--- src/rtl/if_stage.sv ---
// if_stage: instruction fetch stage with an IF/ID pipeline register.
//
// States:
//   FETCH   | request outstanding at pc; a returning word goes to IF/ID
//   HOLD    | word arrived under stall; kept in a side buffer, no request
//   DISCARD | redirected with a request still in flight; its word is dropped
//
// Ports:
//   clk, rst              clock, synchronous active-high reset
//   stall                 hold IF/ID and pc
//   branch_taken/target   EX-stage branch redirect (wins over jump)
//   jump/jump_target      jump redirect
//   imem_req/addr         instruction read request, address
//   imem_ack/rdata        read completion, instruction word
//   pc                    current fetch address
//   if_id_instr/pc4/valid IF/ID pipeline register
module if_stage #(
  parameter logic [31:0] RESET_PC = 32'h0000_0000
) (
  input  logic        clk,
  input  logic        rst,
  input  logic        stall,
  input  logic        branch_taken,
  input  logic [31:0] branch_target,
  input  logic        jump,
  input  logic [31:0] jump_target,
  output logic        imem_req,
  output logic [31:0] imem_addr,
  input  logic        imem_ack,
  input  logic [31:0] imem_rdata,
  output logic [31:0] pc,
  output logic [31:0] if_id_instr,
  output logic [31:0] if_id_pc4,
  output logic        if_id_valid
);

  typedef enum logic [1:0] {FETCH, HOLD, DISCARD} state_t;

  state_t      state;
  logic [31:0] buf_instr;
  logic [31:0] buf_pc4;
  logic [31:0] disc_addr;
  logic        ign_ack;

  logic        redirect;
  logic [31:0] target_sel;
  logic [31:0] target;
  logic [31:0] pc_plus4;
  logic        ack;

  assign redirect   = branch_taken | jump;
  assign target_sel = branch_taken ? branch_target : jump_target;
  assign target     = target_sel & ~32'd3;
  assign pc_plus4   = pc + 32'd4;
  // The first cycle after reset may still see the ack of a request that
  // reset abandoned; it must not be taken as the answer to the new one.
  assign ack        = imem_ack & ~ign_ack;

  // In DISCARD the address of the dropped request is kept on the bus until
  // its ack, even though pc already points at the redirect target.
  assign imem_req  = (state != HOLD);
  assign imem_addr = (state == DISCARD) ? disc_addr : pc;

  always_ff @(posedge clk) begin
    if (rst) begin
      state       <= FETCH;
      pc          <= RESET_PC;
      if_id_instr <= 32'h0;
      if_id_pc4   <= 32'h0;
      if_id_valid <= 1'b0;
      buf_instr   <= 32'h0;
      buf_pc4     <= 32'h0;
      disc_addr   <= RESET_PC;
      ign_ack     <= 1'b1;
    end else begin
      ign_ack <= 1'b0;
      if (redirect) begin
        if_id_instr <= 32'h0;
        if_id_valid <= 1'b0;
        pc          <= target;
        case (state)
          FETCH: begin
            if (ack) begin
              state <= FETCH;
            end else begin
              state     <= DISCARD;
              disc_addr <= pc;
            end
          end
          HOLD:    state <= FETCH;
          DISCARD: state <= ack ? FETCH : DISCARD;
          default: state <= FETCH;
        endcase
      end else begin
        case (state)
          FETCH: begin
            if (stall) begin
              if (ack) begin
                buf_instr <= imem_rdata;
                buf_pc4   <= pc_plus4;
                state     <= HOLD;
              end
            end else if (ack) begin
              if_id_instr <= imem_rdata;
              if_id_pc4   <= pc_plus4;
              if_id_valid <= 1'b1;
              pc          <= pc_plus4;
            end else begin
              if_id_instr <= 32'h0;
              if_id_valid <= 1'b0;
            end
          end
          HOLD: begin
            if (!stall) begin
              if_id_instr <= buf_instr;
              if_id_pc4   <= buf_pc4;
              if_id_valid <= 1'b1;
              pc          <= pc_plus4;
              state       <= FETCH;
            end
          end
          DISCARD: begin
            if (!stall) begin
              if_id_instr <= 32'h0;
              if_id_valid <= 1'b0;
            end
            if (ack) state <= FETCH;
          end
          default: state <= FETCH;
        endcase
      end
    end
  end

endmodule

--- config.mk ---
export PLATFORM = sky130hd
export DESIGN_NAME = if_stage
export DESIGN_NICKNAME = d
export VERILOG_FILES = /design/src/rtl/if_stage.sv
export SDC_FILE = /design/constraint.sdc
export NUM_CORES = 1
export LEC_CHECK = 0
export CELL_PAD_IN_SITES_DETAIL_PLACEMENT = 0
export CELL_PAD_IN_SITES_GLOBAL_PLACEMENT = 2
export CORE_MARGIN = 4
export CORE_UTILIZATION = 25
export CTS_CLUSTER_DIAMETER = 50
export DETAILED_ROUTE_END_ITERATION = 8
export PLACE_DENSITY = 0.87
export SLEW_MARGIN = 30
export SYNTH_ARGS = -nofsm -noshare
export SYNTH_HDL_FRONTEND = slang
export SYNTH_SLANG_ARGS = --single-unit
--- constraint.sdc ---
create_clock -name clk -period 2.3 [get_ports clk]
set_clock_uncertainty 0.2 [all_clocks]
set_input_delay 0.46 -clock clk [delete_from_list [all_inputs] [get_ports clk]]
set_output_delay 0.46 -clock clk [all_outputs]
set_load 0.02 [all_outputs]
==> results.yml, run 1 <==
outcome:
  run_status: "complete, but fails checks"
  violations: "setup timing"
clocking:
  clk_pin_slew_ps: 70
  cts_tree: "yes"
  cts-root-buf: "sky130_fd_sc_hd__clkbuf_16"
  sink_count: 188
  cts_hold_buf: 0
  cts.path.max_buffers: 2
  htree_num_levels: 4
  number_of_buffers_created_by_cts: 17
  clkLatencyLatePin_ps: 440
grt:
  initial_antenna_violation_count: 1
  first_global_vias: 8976
  maximum_number_of_pins_on_one_net_before_global_route_repair: 67
  first_pass_grt_wire_length_um: 52500
  grt_util_all_layers: 0.170
  grt_overflow: 0
final_layout:
  final_net_count: 1500
  fin_area_mm2: 0.0138
  area_delta_synth_final_pct: 53.3
  drive_above_1_share: 0.211
  fillCellCount: 3564
  antenna-diode-count: 0
timing:
  transition_time_at_the_pin_with_the_least_slew_margin_ps: 501
  maxSlewHeadroom: 0.663
  timing_hold_violations_final: 0
  hold_ws_ps: 256
  drv_slew: 0
  finalWorstPathRequiredPeriod_ps: 2430
  timing.fmax_ghz: 0.411
  final_critical_path_setup_slack_ps: -132
  fin_setup_tns_ps: -2980
  layout_worst_path_cycle_share: 1.06
  setup_viol: 29
  unrepaired_setup_endpoints_after_global_routing: "yes"
logic_synthesis:
  synth_cell_types: 70
  async_flop_share: 0
  synth-seq-area-share: 0.419
  synth.avg_cell_area_um2: 8.10
  dominantRegCellSynth: "sky130_fd_sc_hd__dfxtp_1"
  post_synth_instance_area_mm2: 0.00898
  synth-warning-count: 0
  postSynthCellCount: 1109
  synth_edf_count: 0
  ys_ff_latch: 188
floorplanning:
  vert_die_dim_um: 198
  design.die.area_mm2: 0.0390
  die_x_um: 198
  io_pins: 232
  core_area_mm2: 0.0355
  floorplan.rows: 69
  initial_utilization: 0.253
routing:
  detailroute.via_count: 9358
  viasPerCell: 5.01
  ant_nets: 0
  route.detailed.wl_per_inst_um: 18.7
  dr.first_iter.drc_count: 775
  iteration_count_of_the_initial_detailed_routing_pass: 5
  routed_wl_um: 34900
  drc: 0
placement:
  post-dp-hpwl_um: 24100
  dpl_cell_area_mm2: 0.0124
  port_buffers: 221
  place.gp.congestion: 0.865
worst_setup_path:
  critical_path.reg2reg.startpoint: "state[0]"
  crit-reg2reg-capture: "pc[22]"
  worstSetupStartpointType: "flip-flop"
  worstPathRequired_ps: 1640
  critPathCaptureType: "primary output"
  worstRegToRegCells: 12
  crit_arrival_ps: 1770
  crit_path_category: "reg2out"
  worst-r2r-setup-slack_ps: 10
  critical_path_peak_fanout: 6
worst_hold_path:
  min_to: "buf_instr[14]"
  hold_start: "buf_instr[14]"
  hold_path_depth: 2
  hold_crit_path_type: "reg2reg"
pwr:
  leakagePower_uw: 0.00516
  power_density_mw_per_mm2: 597
  irDropWorstVdd_v: 0.000538
flow_run:
  max-cap-violations: 0
==> timing repair <==
action                                  4_1_cts  5_1_grt
gates cloned                                  4        3
gates resized for setup                     247       58
pin swaps                                     5       16
endpoints found under the setup margin       79      115
hold endpoints to repair                      0        0
setup buffers                                 8        8
==> cells by family (layout without fill, tap and decap cells) <==
logic type	count (synthesis)	after routing	synth area share
xor+xnor	24	24	0.0234
simple gates	418	418	0.212
compound gates	321	321	0.235
flops	188	188	0.419
mux	30	30	0.0368
other cells	1	6	0.000418
fa+ha+maj	5	5	0.00697
buf+inv	122	414	0.0669
==> layout make-up <==
| cell class | instances | area (µm²) | area share |
|---|---|---|---|
| clock buffers | 17 | 425 | 0.0309 |
| clock inverters | 15 | 194 | 0.0141 |
| inverters | 16 | 62.6 | 0.00455 |
| multi-input cells | 804 | 4990 | 0.363 |
| flip-flops and latches | 188 | 3770 | 0.274 |
| well taps | 461 | 577 | 0.0419 |
| repair buffers | 366 | 3740 | 0.272 |
==> worst max-delay path, cell delays in order (launching register included) <==
cell and delay (ps):
sky130_fd_sc_hd__dfxtp_2 330, sky130_fd_sc_hd__inv_2 70, sky130_fd_sc_hd__ha_4 200, sky130_fd_sc_hd__buf_12 160, sky130_fd_sc_hd__buf_12 140, sky130_fd_sc_hd__mux2_4 310, sky130_fd_sc_hd__buf_6 130
==> sequential cells by signal, summed over array words and instances, names as in the netlist <==
register	cells
if_id_valid	1
if_id_instr	32
buf_instr	32
ign_ack	1
disc_addr	30
pc	30
buf_pc4	30
state	2
if_id_pc4	30
==> stage by stage <==
stage               instances  total power [µW]  setup WS, ps   util
floorplan                1114              4190          22.2      -
global placement         1815              4930          -315  0.349
detailed placement       1815              4940          -399  0.349
CTS                      1859              8220          -178  0.378
global route             1867              8530          -181  0.388
finish                   1867              8210          -132  0.388
==> synth_stat cells (3+ instances only) <==
library cell	number	area [µm²]
sky130_fd_sc_hd__buf_6	8	90.1
sky130_fd_sc_hd__and4_1	3	26.3
sky130_fd_sc_hd__buf_4	8	60.1
sky130_fd_sc_hd__o21ai_0	41	205
sky130_fd_sc_hd__nor3_1	31	155
sky130_fd_sc_hd__a21oi_1	101	505
sky130_fd_sc_hd__buf_1	10	37.5
sky130_fd_sc_hd__and2_1	4	25.0
sky130_fd_sc_hd__buf_2	15	75.1
sky130_fd_sc_hd__or3_1	3	18.8
sky130_fd_sc_hd__dfxtp_1	188	3760
sky130_fd_sc_hd__ha_1	5	62.6
sky130_fd_sc_hd__o31ai_1	4	30.0
sky130_fd_sc_hd__nand4_1	16	100
sky130_fd_sc_hd__nor4_1	6	37.5
sky130_fd_sc_hd__a222oi_1	3	30.0
sky130_fd_sc_hd__mux2_2	24	270
sky130_fd_sc_hd__a31oi_1	12	75.1
sky130_fd_sc_hd__a22o_1	4	35.0
sky130_fd_sc_hd__o22ai_1	4	25.0
sky130_fd_sc_hd__nor2_1	100	375
sky130_fd_sc_hd__o21ai_1	3	15.0
sky130_fd_sc_hd__a31o_2	3	26.3
sky130_fd_sc_hd__clkbuf_8	3	41.3
sky130_fd_sc_hd__o31a_1	5	43.8
sky130_fd_sc_hd__a22oi_1	44	330
sky130_fd_sc_hd__a211oi_1	53	398
sky130_fd_sc_hd__nor4_2	3	37.5
sky130_fd_sc_hd__nand2_1	182	683
sky130_fd_sc_hd__o211ai_1	10	75.1
sky130_fd_sc_hd__mux2i_1	6	60.1
sky130_fd_sc_hd__a21o_1	3	22.5
sky130_fd_sc_hd__nand3_1	42	210
sky130_fd_sc_hd__clkbuf_1	61	229
sky130_fd_sc_hd__inv_1	14	52.6
sky130_fd_sc_hd__nand2b_1	8	50.1
sky130_fd_sc_hd__o221ai_1	8	70.1
sky130_fd_sc_hd__xor2_1	12	105
sky130_fd_sc_hd__xnor2_1	12	105
sky130_fd_sc_hd__a2111oi_0	4	35.0
sky130_fd_sc_hd__and3_1	7	43.8
sky130_fd_sc_hd__a221oi_1	3	26.3
sky130_fd_sc_hd__o32ai_1	3	26.3
==> layer usage <==
layer	GRT usage	wire, µm
met3	0.0413	2500
met4	0.0510	726
met2	0.271	15900
met5	0	13
met1	0.229	15800
==> power breakdown <==
| group | leakage (µW) | switching, µW | internal (µW) |
|---|---|---|---|
| combinational | 0.00333 | 855 | 788 |
| sequential | 0.00153 | 71.9 | 3350 |
| clock | 0.000299 | 1560 | 1580 |
| total | 0.00516 | 2490 | 5720 |
==> cells in the final DEF (no fill, tap or decap), drive strengths merged, types with 5 or more instances in the layout <==
master and n:
dfxtp 188, nand2 182, buf 173, clkdlybuf4s50 166, a21oi 101, nor2 101, a211oi 54, a22oi 44
o21ai 44, nand3 43, nor3 32, mux2 24, inv 23, clkbuf 20, nand4 18, dlygate4sd2 13
a31oi 12, xor2 12, xnor2 12, o211ai 10, dlymetal6s2s 10, nor4 10, nand2b 8, o221ai 8
and3 7, mux2i 6, conb 6, clkinv 6, o31a 5, and2 5, ha 5
==> worst max-delay path by stage <==
stage	from	endpoint	slack, ps	cells past startpoint
floorplan	pc[10]	pc[25]	20	7
global placement	branch_taken	pc[22]	-320	7
detailed placement	branch_taken	pc[22]	-400	7
CTS	state[0]	imem_addr[16]	-180	6
global route	state[0]	imem_addr[13]	-180	6
finish	state[0]	imem_addr[16]	-130	6
Note: power is estimated with default switching activity, not from simulation.
==> run 2: changes to the inputs <==
--- a/config.mk
+++ b/config.mk
@@ -7,6 +7,7 @@
 export LEC_CHECK = 0
 export CELL_PAD_IN_SITES_DETAIL_PLACEMENT = 0
 export CELL_PAD_IN_SITES_GLOBAL_PLACEMENT = 2
+export CORE_ASPECT_RATIO = 2
 export CORE_MARGIN = 4
 export CORE_UTILIZATION = 25
 export CTS_CLUSTER_DIAMETER = 50
==> results.yml, run 2 (same netlist as run 1, synthesis figures left out) <==
timing:
  drv_slew: 0
  fin_setup_tns_ps: -2980
  layout_worst_path_cycle_share: 1.06
  final_critical_path_setup_slack_ps: -141
  setup_viol: 33
  unrepaired_setup_endpoints_after_global_routing: "yes"
  timing_hold_violations_final: 0
  hold_ws_ps: 252
  maxSlewHeadroom: 0.588
  transition_time_at_the_pin_with_the_least_slew_margin_ps: 617
  timing.fmax_ghz: 0.410
  finalWorstPathRequiredPeriod_ps: 2440
clocking:
  cts-root-buf: "sky130_fd_sc_hd__clkbuf_16"
  sink_count: 188
  htree_num_levels: 4
  cts.path.max_buffers: 2
  cts_hold_buf: 0
  clk_pin_slew_ps: 70
  number_of_buffers_created_by_cts: 17
  cts_tree: "yes"
  clkLatencyLatePin_ps: 450
final_layout:
  final_cell_mix: "185 x sky130_fd_sc_hd__dfxtp_1, 177 x sky130_fd_sc_hd__nand2_1, 168 x sky130_fd_sc_hd__clkdlybuf4s50_1, 126 x sky130_fd_sc_hd__buf_4, 99 x sky130_fd_sc_hd__a21oi_1"
  area_delta_synth_final_pct: 60.7
  multi_input_area_mm2: 0.00524
  final_net_count: 1535
  largestRegisters: "buf_instr x32, if_id_instr x32"
  layout_commonest_cell: "sky130_fd_sc_hd__dfxtp_1"
  register_area_mm2: 0.00377
  fillCellCount: 3545
  drive_above_1_share: 0.254
flow_run:
  max-cap-violations: 0
routing:
  dr.first_iter.drc_count: 517
  ant_nets: 0
  route.detailed.wl_per_inst_um: 20.6
  viasPerCell: 5.06
  routed_wl_um: 38900
  detailroute.via_count: 9573
  drc: 0
  iteration_count_of_the_initial_detailed_routing_pass: 5
grt:
  grt_util_all_layers: 0.190
  first_pass_grt_wire_length_um: 57100
  initial_antenna_violation_count: 1
  grt_overflow: 0
  maximum_number_of_pins_on_one_net_before_global_route_repair: 101
  first_global_vias: 9563
floorplanning:
  initial_utilization: 0.252
  io_pins: 232
  floorplan.rows: 98
  die_x_um: 142
  vert_die_dim_um: 276
  design.die.area_mm2: 0.0392
  core_area_mm2: 0.0357
worst_hold_path:
  hold_crit_path_type: "reg2reg"
placement:
  place.gp.congestion: 0.868
  port_buffers: 221
  post-dp-hpwl_um: 27000
pwr:
  power_density_mw_per_mm2: 597
  irDropWorstVdd_v: 0.000523
  leakagePower_uw: 0.00541
worst_setup_path:
  crit_path_category: "reg2out"
  worstSetupStartpointType: "flip-flop"
  critPathCaptureType: "primary output"
  crit_arrival_ps: 1780
  worstPathRequired_ps: 1640
  critical_path_peak_fanout: 6
outcome:
  violations: "setup timing"
  run_status: "complete, but fails checks"
run 2: cell count changes in the layout (fill, tap and decap cells not counted), sizes merged, moves of 2 or more:
cell | before | now
buf | 173 | 210
inv | 23 | 16
bufinv | 1 | 5
dlymetal6s2s | 10 | 6
clkbuf | 20 | 22
clkdlybuf4s50 | 166 | 168
dlygate4sd2 | 13 | 15
run 2: worst paths after layout:
path | from | to | slack, ps | depth (start not counted)
max | state[0] | imem_addr[8] | -140 | 6
min | if_id_pc4[5] | if_id_pc4[5] | 250 | 2
max reg2reg | state[1] | if_id_pc4[26] | -100 | 9
min reg2reg | if_id_pc4[5] | if_id_pc4[5] | 250 | 2
run 2: what timing repair did:
action                                  CTS  global route
pin swaps                                17            42
endpoints found under the setup margin  108           151
buffers inserted                         23             7
cloned                                    8             3
resized for setup                       272           119
run 2: power by group:
part / leakage (µW) / internal, µW / switching [µW]
Sequential: 0.00153 / 3350 / 68.6
Combinational: 0.00357 / 908 / 961
Clock: 0.000316 / 1980 / 1340
run 2: critical path, stage by stage, from the launching register on:
cell	delay, ps
sky130_fd_sc_hd__dfxtp_2	330
sky130_fd_sc_hd__inv_2	70
sky130_fd_sc_hd__ha_4	180
sky130_fd_sc_hd__buf_6	150
sky130_fd_sc_hd__buf_16	140
sky130_fd_sc_hd__mux2_4	330
sky130_fd_sc_hd__buf_6	140
run 2: cell type report:
type / count / area share
diodes: 1 / 0.000173
clock buffers: 20 / 0.0317
clock inverters: 11 / 0.0132
inverters: 16 / 0.00434
multi-input cells: 804 / 0.363
flip-flops and latches: 188 / 0.261
well taps: 450 / 0.0390
repair buffers: 401 / 0.287
run 2: layer usage:
layer  vias up  share of wire  GRT usage  routed length (µm)
met3        73          0.033     0.0254                1300
met5         -              0          0                   0
met1      4583           0.35      0.193               13800
met2       318           0.57      0.371               22100
met4         0          0.046     0.0889                1770
li1       4599              -          -                   -
run 2: through the flow:
step           worst slack (ps)   util  instances  instance area [µm²]  total power, µW
3_3_place_gp               -314  0.351       1822                12500             4960
6_report                   -141  0.404       1891                14400             8610
2_1_floorplan              22.2      -       1114                 9000             4190
3_5_place_dp               -369  0.351       1822                12500             4980
5_1_grt                    -182  0.404       1891                14400             8930
4_1_cts                    -174  0.388       1883                13900             8600
